==> src/rtl/dwt_row_ctrl.sv <==
// dwt_row_ctrl
//
// Row controller that feeds a pixel stream into the sliding buffer of a 1-D
// DWT lifting stage. Each frame is HEIGHT rows of WIDTH pixels. Pixels are
// pushed into the buffer in even/odd pairs. Once LEN/2 pairs are resident and
// the buffer reports a freshly updated pair, the buffer window is offered to
// the lifting stage. While an offered window is not taken, the buffer is
// frozen.
//
// Optional feature, selected by the macro DWT_ROW_CTRL_FLUSH_EN:
//   defined   - after each row, LEN/2-1 zero pairs are pushed so the row's tail
//               pixels also reach the window (WIDTH/2 windows per row)
//   undefined - no padding (WIDTH/2-LEN/2+1 windows per row)
//
// Ports:
//   clock, reset_n     rising-edge clock, asynchronous active-low reset
//                      (assertion takes effect at once, release is synchronised)
//   start              one-cycle pulse that begins a frame (ignored while busy)
//   in_data/in_valid/in_ready     upstream pixel handshake
//   buf_enable/buf_clear/buf_data sliding-buffer control and pixel
//   buf_ready          buffer "pair updated" flag
//   out_valid/out_ready           window handshake with the lifting stage
//   row_done, frame_done          end-of-row / end-of-frame pulses
//   busy               high in every state except IDLE
module dwt_row_ctrl #(
  parameter int BW     = 8,
  parameter int LEN    = 4,
  parameter int WIDTH  = 16,
  parameter int HEIGHT = 16
) (
  input  logic          clock,
  input  logic          reset_n,
  input  logic          start,
  input  logic [BW-1:0] in_data,
  input  logic          in_valid,
  output logic          in_ready,
  output logic          buf_enable,
  output logic          buf_clear,
  output logic [BW-1:0] buf_data,
  input  logic          buf_ready,
  output logic          out_valid,
  input  logic          out_ready,
  output logic          row_done,
  output logic          frame_done,
  output logic          busy
);

`ifdef DWT_ROW_CTRL_FLUSH_EN
  localparam bit FLUSH_EN = 1'b1;
`else
  localparam bit FLUSH_EN = 1'b0;
`endif

  localparam int PW = $clog2(WIDTH/2 + LEN/2) + 1;
  localparam int RW = (HEIGHT > 1) ? $clog2(HEIGHT) : 1;

  localparam logic [PW-1:0] ONE_P     = PW'(1);
  localparam logic [PW-1:0] HALF_LEN  = PW'(LEN/2);
  localparam logic [PW-1:0] ROW_PAIRS = PW'(WIDTH/2);
  localparam logic [PW-1:0] LAST_PAIR = PW'(WIDTH/2 - 1);
  // Pairs pushed per row, including the zero pad pairs when padding is on.
  localparam logic [PW-1:0] ALL_PAIRS = FLUSH_EN ? PW'(WIDTH/2 + LEN/2 - 1) : PW'(WIDTH/2);
  // Windows the lifting stage must take before the row can close.
  localparam logic [PW-1:0] WIN_TOTAL = FLUSH_EN ? PW'(WIDTH/2) : PW'(WIDTH/2 - LEN/2 + 1);
  localparam logic [RW-1:0] ONE_R     = RW'(1);
  localparam logic [RW-1:0] LAST_ROW  = RW'(HEIGHT - 1);

  typedef enum logic [2:0] {
    IDLE,
    CLEAR,
    RUN,
    FLUSH,
    ROWEND
  } state_t;

  state_t        state_q, state_d;
  logic          phase_q, phase_d;
  logic [PW-1:0] pair_cnt_q, pair_cnt_d;
  logic [PW-1:0] win_cnt_q, win_cnt_d;
  logic [RW-1:0] row_cnt_q, row_cnt_d;
  logic [1:0]    rst_sync_q, rst_sync_d;
  logic          rst_int_n;
  logic          stall;
  logic          consume;

  // Reset assertion passes straight through; release is delayed by two
  // clock edges so all state leaves reset on the same, clean edge.
  assign rst_sync_d = {rst_sync_q[0], 1'b1};
  assign rst_int_n  = rst_sync_q[1];

  always_ff @(posedge clock or negedge reset_n) begin
    if (!reset_n) begin
      rst_sync_q <= 2'b00;
    end else begin
      rst_sync_q <= rst_sync_d;
    end
  end

  always_ff @(posedge clock or negedge rst_int_n) begin
    if (!rst_int_n) begin
      state_q    <= IDLE;
      phase_q    <= 1'b0;
      pair_cnt_q <= '0;
      win_cnt_q  <= '0;
      row_cnt_q  <= '0;
    end else begin
      state_q    <= state_d;
      phase_q    <= phase_d;
      pair_cnt_q <= pair_cnt_d;
      win_cnt_q  <= win_cnt_d;
      row_cnt_q  <= row_cnt_d;
    end
  end

  // The pair count is registered, so it already reflects a pair one cycle
  // after that pair's odd-pixel enable, which is when the buffer raises
  // buf_ready for it.
  assign out_valid = buf_ready && (pair_cnt_q >= HALF_LEN);
  assign stall     = out_valid && !out_ready;
  assign consume   = out_valid && out_ready;
  assign busy      = (state_q != IDLE);

  always_comb begin
    state_d    = state_q;
    phase_d    = phase_q;
    pair_cnt_d = pair_cnt_q;
    win_cnt_d  = win_cnt_q;
    row_cnt_d  = row_cnt_q;
    in_ready   = 1'b0;
    buf_enable = 1'b0;
    buf_clear  = 1'b0;
    buf_data   = '0;
    row_done   = 1'b0;
    frame_done = 1'b0;

    if (consume) begin
      win_cnt_d = win_cnt_q + ONE_P;
    end

    case (state_q)
      IDLE: begin
        buf_clear = 1'b1;
        row_cnt_d = '0;
        if (start) begin
          state_d = CLEAR;
        end
      end
      CLEAR: begin
        buf_clear  = 1'b1;
        phase_d    = 1'b0;
        pair_cnt_d = '0;
        win_cnt_d  = '0;
        state_d    = RUN;
      end
      RUN: begin
        if (pair_cnt_q < ROW_PAIRS) begin
          in_ready   = in_valid && !stall;
          buf_enable = in_valid && !stall;
          buf_data   = in_data;
          if (FLUSH_EN && buf_enable && phase_q && (pair_cnt_q == LAST_PAIR)) begin
            state_d = FLUSH;
          end
        end else if (win_cnt_d == WIN_TOTAL) begin
          // Without padding the row is fully fed here; wait for the last window.
          state_d = ROWEND;
        end
      end
      FLUSH: begin
        if (pair_cnt_q < ALL_PAIRS) begin
          buf_enable = !stall;
        end else if (win_cnt_d == WIN_TOTAL) begin
          state_d = ROWEND;
        end
      end
      ROWEND: begin
        row_done = 1'b1;
        if (row_cnt_q == LAST_ROW) begin
          frame_done = 1'b1;
          row_cnt_d  = '0;
          state_d    = IDLE;
        end else begin
          row_cnt_d  = row_cnt_q + ONE_R;
          state_d    = CLEAR;
        end
      end
      default: begin
        state_d = IDLE;
      end
    endcase

    // Phase and pair count advance only on an actual push, so input gaps and
    // stalls freeze them.
    if (buf_enable) begin
      phase_d = !phase_q;
      if (phase_q) begin
        pair_cnt_d = pair_cnt_q + ONE_P;
      end
    end
  end

endmodule
==> config.mk <==
export PLATFORM = sky130hd
export DESIGN_NAME = dwt_row_ctrl
export DESIGN_NICKNAME = d
export VERILOG_FILES = /design/src/rtl/dwt_row_ctrl.sv
export SDC_FILE = /design/constraint.sdc
export NUM_CORES = 1
export LEC_CHECK = 0
export ABC_AREA = 1
export CORE_MARGIN = 1.5
export CORE_UTILIZATION = 67
export CTS_BUF_LIST = sky130_fd_sc_hd__clkbuf_4
export DETAILED_ROUTE_END_ITERATION = 8
export DONT_BUFFER_PORTS = 1
export PLACE_DENSITY = 0.81
export RECOVER_POWER = 25
export SKIP_CTS_REPAIR_TIMING = 1
export SKIP_LAST_GASP = 1
export SYNTH_ARGS = -nofsm -noshare
export SYNTH_HDL_FRONTEND = slang
export SYNTH_SLANG_ARGS = --single-unit
==> constraint.sdc <==
create_clock -name clock -period 3.6 [get_ports clock]
set_input_delay 0.54 -clock clock [delete_from_list [all_inputs] [get_ports clock]]
set_output_delay 0.54 -clock clock [all_outputs]
set_load 0.02 [all_outputs]
==> impl_metrics.yaml, run 1 <==
status:
  status: "finished, final reports clean"
global_routing:
  grtUsageTotal: 0.239
  grt_max_degree: 19
  grt_pass1_wl_mm: 3.42
  antenna_found_initial: 0
  grt.overflow.total: 0
  grt_pass1_vias: 861
sta:
  timing.final.crit_period_ns: 2.60
  tns_ns: 0
  rsz0062_at_grt: "false"
  tightest_slew_ns: 0.709
  timing.final.crit_share: 0.723
  slew_violations: 0
  max_freq_mhz: 384
  layout_setup_ws_ns: 0.998
  skew_ns: 0.00538
  slew_headroom: 0.528
  setup-violations-final: 0
  hold_viol: 0
setup_path:
  cp-startpoint: "pair_cnt_q[4]"
  start_kind: "register"
  reg2regPathDepth: 8
  worst_path_max_delay_cell: "nor3b_1"
  setup.worst_path.end: "in_ready"
  critPathKind: "register to output pin"
  required_ns: 3.06
  worstPathMaxFanout: 11
  slowest_delay_ns: 0.59
  path_cells: "nor2_2, nand3_4, nand2_2, o21ai_2, nor3b_1"
  timing.rr.end: "pair_cnt_q[1]"
  rr_startpoint: "pair_cnt_q[4]"
  endpoint_kind: "output pin"
  rrSetupSlack_ns: 1.74
  crit_arrival_ns: 2.06
clock_network:
  cts_max_level: 1
  cts_buffers: 3
  clock_latency_ns: 0.29
  clockBufferDepth: 2
  cts_tree: "yes"
  clockRootBuffer: "clkbuf_4"
  path_clk_slew_ns: 0.10
  clkSinkCount: 20
route:
  vias: 996
  drt_iter0_markers: 28
  drt_pass1_iterations: 5
  drt-wirelength-per-cell_um: 12.9
  drc_errors: 0
  ant_nets: 0
  avgViaCountPerCell: 5.86
  drt-total-wl_mm: 2.20
pwr:
  p_switching_mw: 0.408
  comb_power_share: 0.487
  ir_worst_vdd_mv: 0.407
  clkPwrFrac: 0.122
  p_sw_frac: 0.496
  powerDensity_nw_per_um2: 672
  internal-power_mw: 0.415
  p_leak_nw: 0.647
  seq_power_share: 0.391
floorplan:
  num_rows: 14
  die_area_um2: 2020
  core_um2: 1580
  die_height_um: 44.9
  start_util: 0.748
  chipWidth_um: 44.9
  io_pins: 29
yosys:
  synth_nets: 169
  ys_types: 27
  netlist_instances: 151
  synth_warnings: 0
  syn_avg_cell_area_um2: 7.81
  synth_edf_count: 0
  async_flop_share: 1.00
  synth_seq_cells: 20
  netlist_area_um2: 1180
  ys.flop_type: "dfrtp_1"
  seq_area_frac_synth: 0.425
cells_and_area:
  final_cells: 170
  fin_nets: 174
  antenna_cells: 0
  final_common_cell: "nand2_1"
  drive_gt1_frac: 0.136
  fill_cells: 121
  area_growth_pct: 3.82
  final_cell_mix: "nand2_1 (35), nor2_1 (20), dfrtp_1 (20)"
  stdcell_area_um2: 1220
run:
  maxCapViolCount: 0
worst_hold_path:
  hp-class: "register to asynchronous set/reset pin"
place:
  dp_hpwl_mm: 1.73
  place.gp.congestion: 0.799
  placed_cells: 166
  numPortBuffers: 0
  dpl_cell_area_um2: 1190
  preCtsSetupSlack_ns: 1.34
## worst min path at each step
stage	start	cells after the start	to	slack (ns)
2_1_floorplan	rst_sync_q[1]	0	pair_cnt_q[0]	0.23
3_3_place_gp	reset_n	0	rst_sync_q[0]	0.24
3_5_place_dp	reset_n	0	rst_sync_q[1]	0.24
4_1_cts	reset_n	0	rst_sync_q[1]	-0.08
5_1_grt	rst_sync_q[1]	0	pair_cnt_q[0]	0.36
6_report	rst_sync_q[1]	0	row_cnt_q[2]	0.30
## cells by family (layout without fill, tap and decap cells)
family,count (synthesis),count (layout),synth area share
AO/OA/AOI/OAI,14,14,0.0722
other,1,1,0.00318
XOR/XNOR,2,2,0.0149
buffers and inverters,22,25,0.0733
adder cells (fa/ha/maj),4,4,0.0425
flip-flops,20,20,0.425
AND/OR/NAND/NOR,88,88,0.369
## per-stage QoR
| stage | hold slack [ns] | utilization | power, mW |
|---|---|---|---|
| after floorplan | 0.227 | - | 0.651 |
| after global placement | 0.244 | 0.756 | 0.703 |
| after detailed placement | 0.244 | 0.756 | 0.722 |
| after CTS | -0.0822 | 0.770 | 0.822 |
| after global routing | 0.365 | 0.776 | 0.883 |
| final | 0.299 | 0.776 | 0.822 |
## cell type report
type	instances	area, um2	share of cell area
sequential	20	500	0.409
multi-input combinational	109	592	0.484
clock buffer	3	22.5	0.0184
tap	16	20.0	0.0164
inverter	21	78.8	0.0644
timing repair buffer	1	10.0	0.00818
## flip-flops by register name (all words and copies together), names as in the netlist
register,cells
row_cnt_q,4
state_q,3
pair_cnt_q,5
rst_sync_q,2
win_cnt_q,5
phase_q,1
## synthesized netlist by cell type (2+ instances only)
| library cell | instances | area share |
|---|---|---|
| nor2_2 | 5 | 0.027 |
| o21ai_0 | 2 | 0.0085 |
| nand2_1 | 35 | 0.11 |
| nand2_2 | 4 | 0.021 |
| nand3_4 | 2 | 0.030 |
| xor2_1 | 2 | 0.015 |
| nand3_1 | 11 | 0.047 |
| dfrtp_1 | 20 | 0.42 |
| a21oi_1 | 2 | 0.0085 |
| nor2_1 | 20 | 0.064 |
| inv_1 | 19 | 0.061 |
| nand4_1 | 6 | 0.032 |
| inv_2 | 2 | 0.0064 |
| ha_1 | 4 | 0.042 |
| o21ai_1 | 5 | 0.021 |
## critical path, delay by kind of cell, from the launching register on
kind,cells,cell delay [ns]
compound gates,1,0.08
flops,1,0.40
simple gates,4,1.29
## power by group through the flow
stage                     clock network, mW  registers, mW  logic [mW]
after global placement                    0          0.320       0.383
after floorplan                           0          0.313       0.338
after global routing                  0.111          0.329       0.442
final                                 0.101          0.321       0.400
after detailed placement                  0          0.325       0.397
after CTS                             0.103          0.320       0.399
## per-layer routing
metal | track usage | share of wire
met1 | 0.298 | 0.43
met5 | 0 | 0
met3 | 0.0520 | 0.072
met2 | 0.400 | 0.48
met4 | 0.106 | 0.015
No activity file was read; power rests on OpenSTA's default activity.
==> inputs of run 2 (changes only) <==
CORE_UTILIZATION = 58   (was 67)
PLACE_DENSITY = 0.74   (was 0.81)
clock period = 2.3 ns   (was 3.6 ns; I/O delays follow)
==> run 2 against run 1 <==
Compared with the run above: die area increased by 14%; clock power increased by 66%; sequential cell count unchanged; clock skew about the same; final area increased by 3.3%; largest power group unchanged.
==> impl_metrics.yaml, run 2 (synthesized netlist as in run 1, its figures left out) <==
floorplan:
  die_area_um2: 2310
  core_um2: 1940
  die_height_um: 48.1
  chipWidth_um: 48.1
  num_rows: 16
  io_pins: 29
  start_util: 0.607
sta:
  hold_viol: 0
  rsz0062_at_grt: "false"
  timing.final.crit_period_ns: 2.12
  skew_ns: 0.00492
  slew_headroom: 0.507
  max_freq_mhz: 473
  slew_violations: 0
  tns_ns: 0
  setup-violations-final: 0
  tightest_slew_ns: 0.739
  layout_setup_ws_ns: 0.184
  timing.final.crit_share: 0.920
clock_network:
  clockBufferDepth: 2
  clock_latency_ns: 0.30
  clkSinkCount: 20
  cts_tree: "yes"
  path_clk_slew_ns: 0.11
  clockRootBuffer: "clkbuf_4"
  cts_buffers: 3
  cts_max_level: 1
pwr:
  comb_power_share: 0.486
  p_leak_nw: 0.663
  powerDensity_nw_per_um2: 1030
  p_sw_frac: 0.489
  clkPwrFrac: 0.128
  seq_power_share: 0.385
  internal-power_mw: 0.668
  p_switching_mw: 0.639
  ir_worst_vdd_mv: 0.515
cells_and_area:
  antenna_cells: 0
  register_area_um2: 500
  multi_input_area_um2: 592
  drive_gt1_frac: 0.152
  area_growth_pct: 7.22
  final_common_cell: "nand2_1"
  final_cell_mix: "nand2_1 (35), nor2_1 (20), dfrtp_1 (20)"
  fill_cells: 166
  final_cells: 185
  fin_nets: 177
  reg_top3: "pair_cnt_q (5), win_cnt_q (5), row_cnt_q (4)"
global_routing:
  grt.overflow.total: 0
  grt_pass1_wl_mm: 3.55
  grt_max_degree: 19
  grtUsageTotal: 0.226
  antenna_found_initial: 0
  grt_pass1_vias: 884
setup_path:
  worstPathMaxFanout: 6
  path_cells: "inv_1, ha_1, nor2_2, nand3_4, nand2_2, o21ai_2, nor3b_1, buf_4"
  worst_path_max_delay_cell: "dfrtp_1"
  crit_buf_inv: 2
  crit_arrival_ns: 1.77
  rrSetupSlack_ns: 0.52
  slowest_delay_ns: 0.43
  timing.rr.end: "pair_cnt_q[1]"
  cp-startpoint: "pair_cnt_q[0]"
  critPathKind: "register to output pin"
  critPathTopFamily: "simple AND/OR/NAND/NOR gates"
  setup.worst_path.end: "in_ready"
  endpoint_kind: "output pin"
  required_ns: 1.96
  path_depth: 8
  reg2regPathDepth: 10
  start_kind: "register"
  rr_startpoint: "pair_cnt_q[0]"
route:
  ant_nets: 0
  drt-wirelength-per-cell_um: 12.4
  drt_iter0_markers: 16
  vias: 971
  drt-total-wl_mm: 2.29
  drc_errors: 0
  drt_pass1_iterations: 4
  avgViaCountPerCell: 5.25
place:
  dp_hpwl_mm: 1.78
  place.gp.congestion: 0.748
  preCtsSetupSlack_ns: 0.525
  numPortBuffers: 0
  placed_cells: 180
worst_hold_path:
  hp-class: "primary input to asynchronous set/reset pin"
status:
  status: "finished, final reports clean"
run:
  maxCapViolCount: 0
run 2: changes by cell type in the layout (fill, tap and decap cells not counted), sizes merged:
| cell | delta |
|---|---|
| buf | +3 |
| clkinv | +1 |
run 2: worst min-delay path by stage:
stage | from | endpoint | slack, ns | cells after the start
6_report | reset_n | rst_sync_q[0] | 0.25 | 1
5_1_grt | buf_ready | win_cnt_q[3] | 0.24 | 2
4_1_cts | reset_n | rst_sync_q[0] | -0.29 | 0
3_5_place_dp | reset_n | rst_sync_q[1] | 0.05 | 0
3_3_place_gp | reset_n | rst_sync_q[0] | 0.05 | 0
2_1_floorplan | reset_n | rst_sync_q[0] | 0.05 | 0
run 2: metal layers:
metal / routed length [um] / track usage / share of wire
met5: 0 / 0 / 0
met2: 1150 / 0.395 / 0.50
met4: 42 / 0.114 / 0.018
met1: 1010 / 0.274 / 0.44
met3: 87 / 0.0264 / 0.038
run 2: area by class of cell:
type | count | area share
Inverter | 21 | 0.0624
Timing Repair Buffer | 4 | 0.0257
Tap cell | 27 | 0.0267
Clock buffer | 3 | 0.0178
Sequential cell | 20 | 0.396
Clock inverter | 1 | 0.00297
Multi-Input combinational cell | 109 | 0.468
run 2: worst reg2reg max path, stage by stage (launching register included):
cell and delay [ns]:
dfrtp_1 0.43, inv_1 0.06, ha_1 0.20, nor2_2 0.12, nand3_4 0.13, nand2_2 0.10, o21ai_2 0.07, nor2_4 0.24
nand2_2 0.15, nand3_1 0.10, o21ai_1 0.07
run 2: power groups by stage:
stage               Combinational, mW  Clock [mW]  Sequential, mW
finish                          0.635       0.168           0.504
global route                    0.751       0.189           0.516
CTS                             0.638       0.175           0.503
detailed placement              0.634           0           0.510
global placement                0.619           0           0.503
floorplan                       0.530           0           0.490
run 2: per-stage QoR:
| step | cell area, um2 | utilization | power (mW) | hold slack [ns] |
|---|---|---|---|---|
| finish | 1260 | 0.651 | 1.31 | 0.247 |
| global route | 1260 | 0.651 | 1.46 | 0.239 |
| CTS | 1250 | 0.646 | 1.32 | -0.288 |
| detailed placement | 1230 | 0.632 | 1.14 | 0.0495 |
| global placement | 1230 | 0.632 | 1.12 | 0.0495 |
| floorplan | 1180 | - | 1.02 | 0.0494 |
==> inputs of run 3 (changes only) <==
CORE_UTILIZATION = 55   (was 58)
CTS_BUF_LIST = default   (was sky130_fd_sc_hd__clkbuf_4)
PLACE_DENSITY = 0.71   (was 0.74)
==> run 3 against run 2 <==
Compared with the run above: critical path type unchanged; sequential power is essentially flat; fmax up 0.29%; global-route usage fell by 2.5 points.
==> impl_metrics.yaml, run 3 (synthesized netlist as in run 1, its figures left out) <==
status:
  status: "finished, final reports clean"
sta:
  slew_headroom: 0.549
  slew_violations: 0
  timing.final.crit_period_ns: 2.11
  worst_hold_slack_ns: 0.234
  tightest_slew_ns: 0.677
  timing.final.crit_share: 0.917
  skew_ns: 0.0146
  rsz0062_at_grt: "false"
  max_freq_mhz: 474
  tns_ns: 0
  layout_setup_ws_ns: 0.190
  hold_viol: 0
  setup-violations-final: 0
cells_and_area:
  final_cell_mix: "nand2_1 (35), nor2_1 (20), dfrtp_1 (20)"
  area_growth_pct: 9.45
  final_common_cell: "nand2_1"
  drive_gt1_frac: 0.158
  register_area_um2: 500
  fill_cells: 170
  stdcell_area_um2: 1290
  reg_top3: "pair_cnt_q (5), win_cnt_q (5), row_cnt_q (4)"
  multi_input_area_um2: 592
  antenna_cells: 0
  fin_nets: 177
route:
  ant_nets: 0
  drt-wirelength-per-cell_um: 11.8
  drt_pass1_iterations: 4
  vias: 982
  drt-total-wl_mm: 2.18
  drc_errors: 0
  avgViaCountPerCell: 5.31
  drt_iter0_markers: 21
clock_network:
  path_clk_slew_ns: 0.12
  clock_latency_ns: 0.32
  clockRootBuffer: "clkbuf_4"
  clkSinkCount: 20
  cts_tree: "yes"
  clockBufferDepth: 2
  cts_max_level: 1
  cts_buffers: 3
floorplan:
  io_pins: 29
  chipWidth_um: 49.3
  num_rows: 16
  die_area_um2: 2430
  start_util: 0.595
  die_height_um: 49.3
  core_um2: 1980
setup_path:
  critPathKind: "register to output pin"
  rr_startpoint: "pair_cnt_q[0]"
  reg2regPathDepth: 10
  timing.rr.end: "pair_cnt_q[0]"
  endpoint_kind: "output pin"
  worstPathMaxFanout: 6
  rrSetupSlack_ns: 0.56
  required_ns: 1.96
  start_kind: "register"
  crit_arrival_ns: 1.77
pwr:
  powerDensity_nw_per_um2: 1110
  ir_worst_vdd_mv: 0.575
  p_leak_nw: 0.675
  finalPower_mw: 1.43
global_routing:
  grtUsageTotal: 0.201
  grt_pass1_wl_mm: 3.66
  antenna_found_initial: 0
  grt_max_degree: 19
  grt.overflow.total: 0
  grt_pass1_vias: 893
place:
  dp_hpwl_mm: 1.68
  numPortBuffers: 0
  place.gp.congestion: 0.797
  dpl_cell_area_um2: 1230
  preCtsSetupSlack_ns: 0.539
worst_hold_path:
  hp-class: "primary input to asynchronous set/reset pin"
run:
  maxCapViolCount: 0
==> run 3: where the power goes <==
group / leakage, nW / switching, mW / total, mW / internal, mW
logic: 0.380 / 0.453 / 0.638 / 0.185
registers: 0.267 / 0.0821 / 0.501 / 0.419
clock network: 0.0279 / 0.113 / 0.289 / 0.177
total: 0.675 / 0.648 / 1.43 / 0.780
==> run 3: final cells by class <==
type	instances	share of cell area
Clock inverter	1	0.0233
Timing Repair Buffer	4	0.0252
Tap cell	27	0.0262
Inverter	21	0.0611
Sequential cell	20	0.388
Multi-Input combinational cell	109	0.459
Clock buffer	3	0.0175
==> run 3: worst max-delay path by stage <==
stage                        from  endpoint  slack [ns]  cells past startpoint
floorplan           pair_cnt_q[0]  in_ready        0.41                      7
global placement    pair_cnt_q[0]  in_ready        0.57                      8
detailed placement  pair_cnt_q[0]  in_ready        0.54                      8
CTS                 pair_cnt_q[0]  in_ready        0.18                      8
global route        pair_cnt_q[0]  in_ready        0.09                      8
finish              pair_cnt_q[0]  in_ready        0.19                      8
==> run 3: layer usage <==
| layer | part of all wire | global-route usage |
|---|---|---|
| met5 | 0 | 0 |
| met4 | 0.017 | 0.114 |
| met3 | 0.054 | 0.0368 |
| met2 | 0.47 | 0.342 |
| met1 | 0.46 | 0.236 |
==> run 3: worst max-delay path, cell delays in order (launching register included) <==
cell and delay [ns]:
dfrtp_1 0.42, inv_1 0.06, ha_1 0.20, nor2_2 0.12, nand3_4 0.13, nand2_2 0.10
o21ai_2 0.07, nor3b_1 0.19, buf_4 0.17
==> run 3: through the flow <==
step | cells | util
floorplan | 151 | -
global placement | 180 | 0.619
detailed placement | 180 | 0.619
CTS | 184 | 0.646
global route | 185 | 0.651
finish | 185 | 0.651
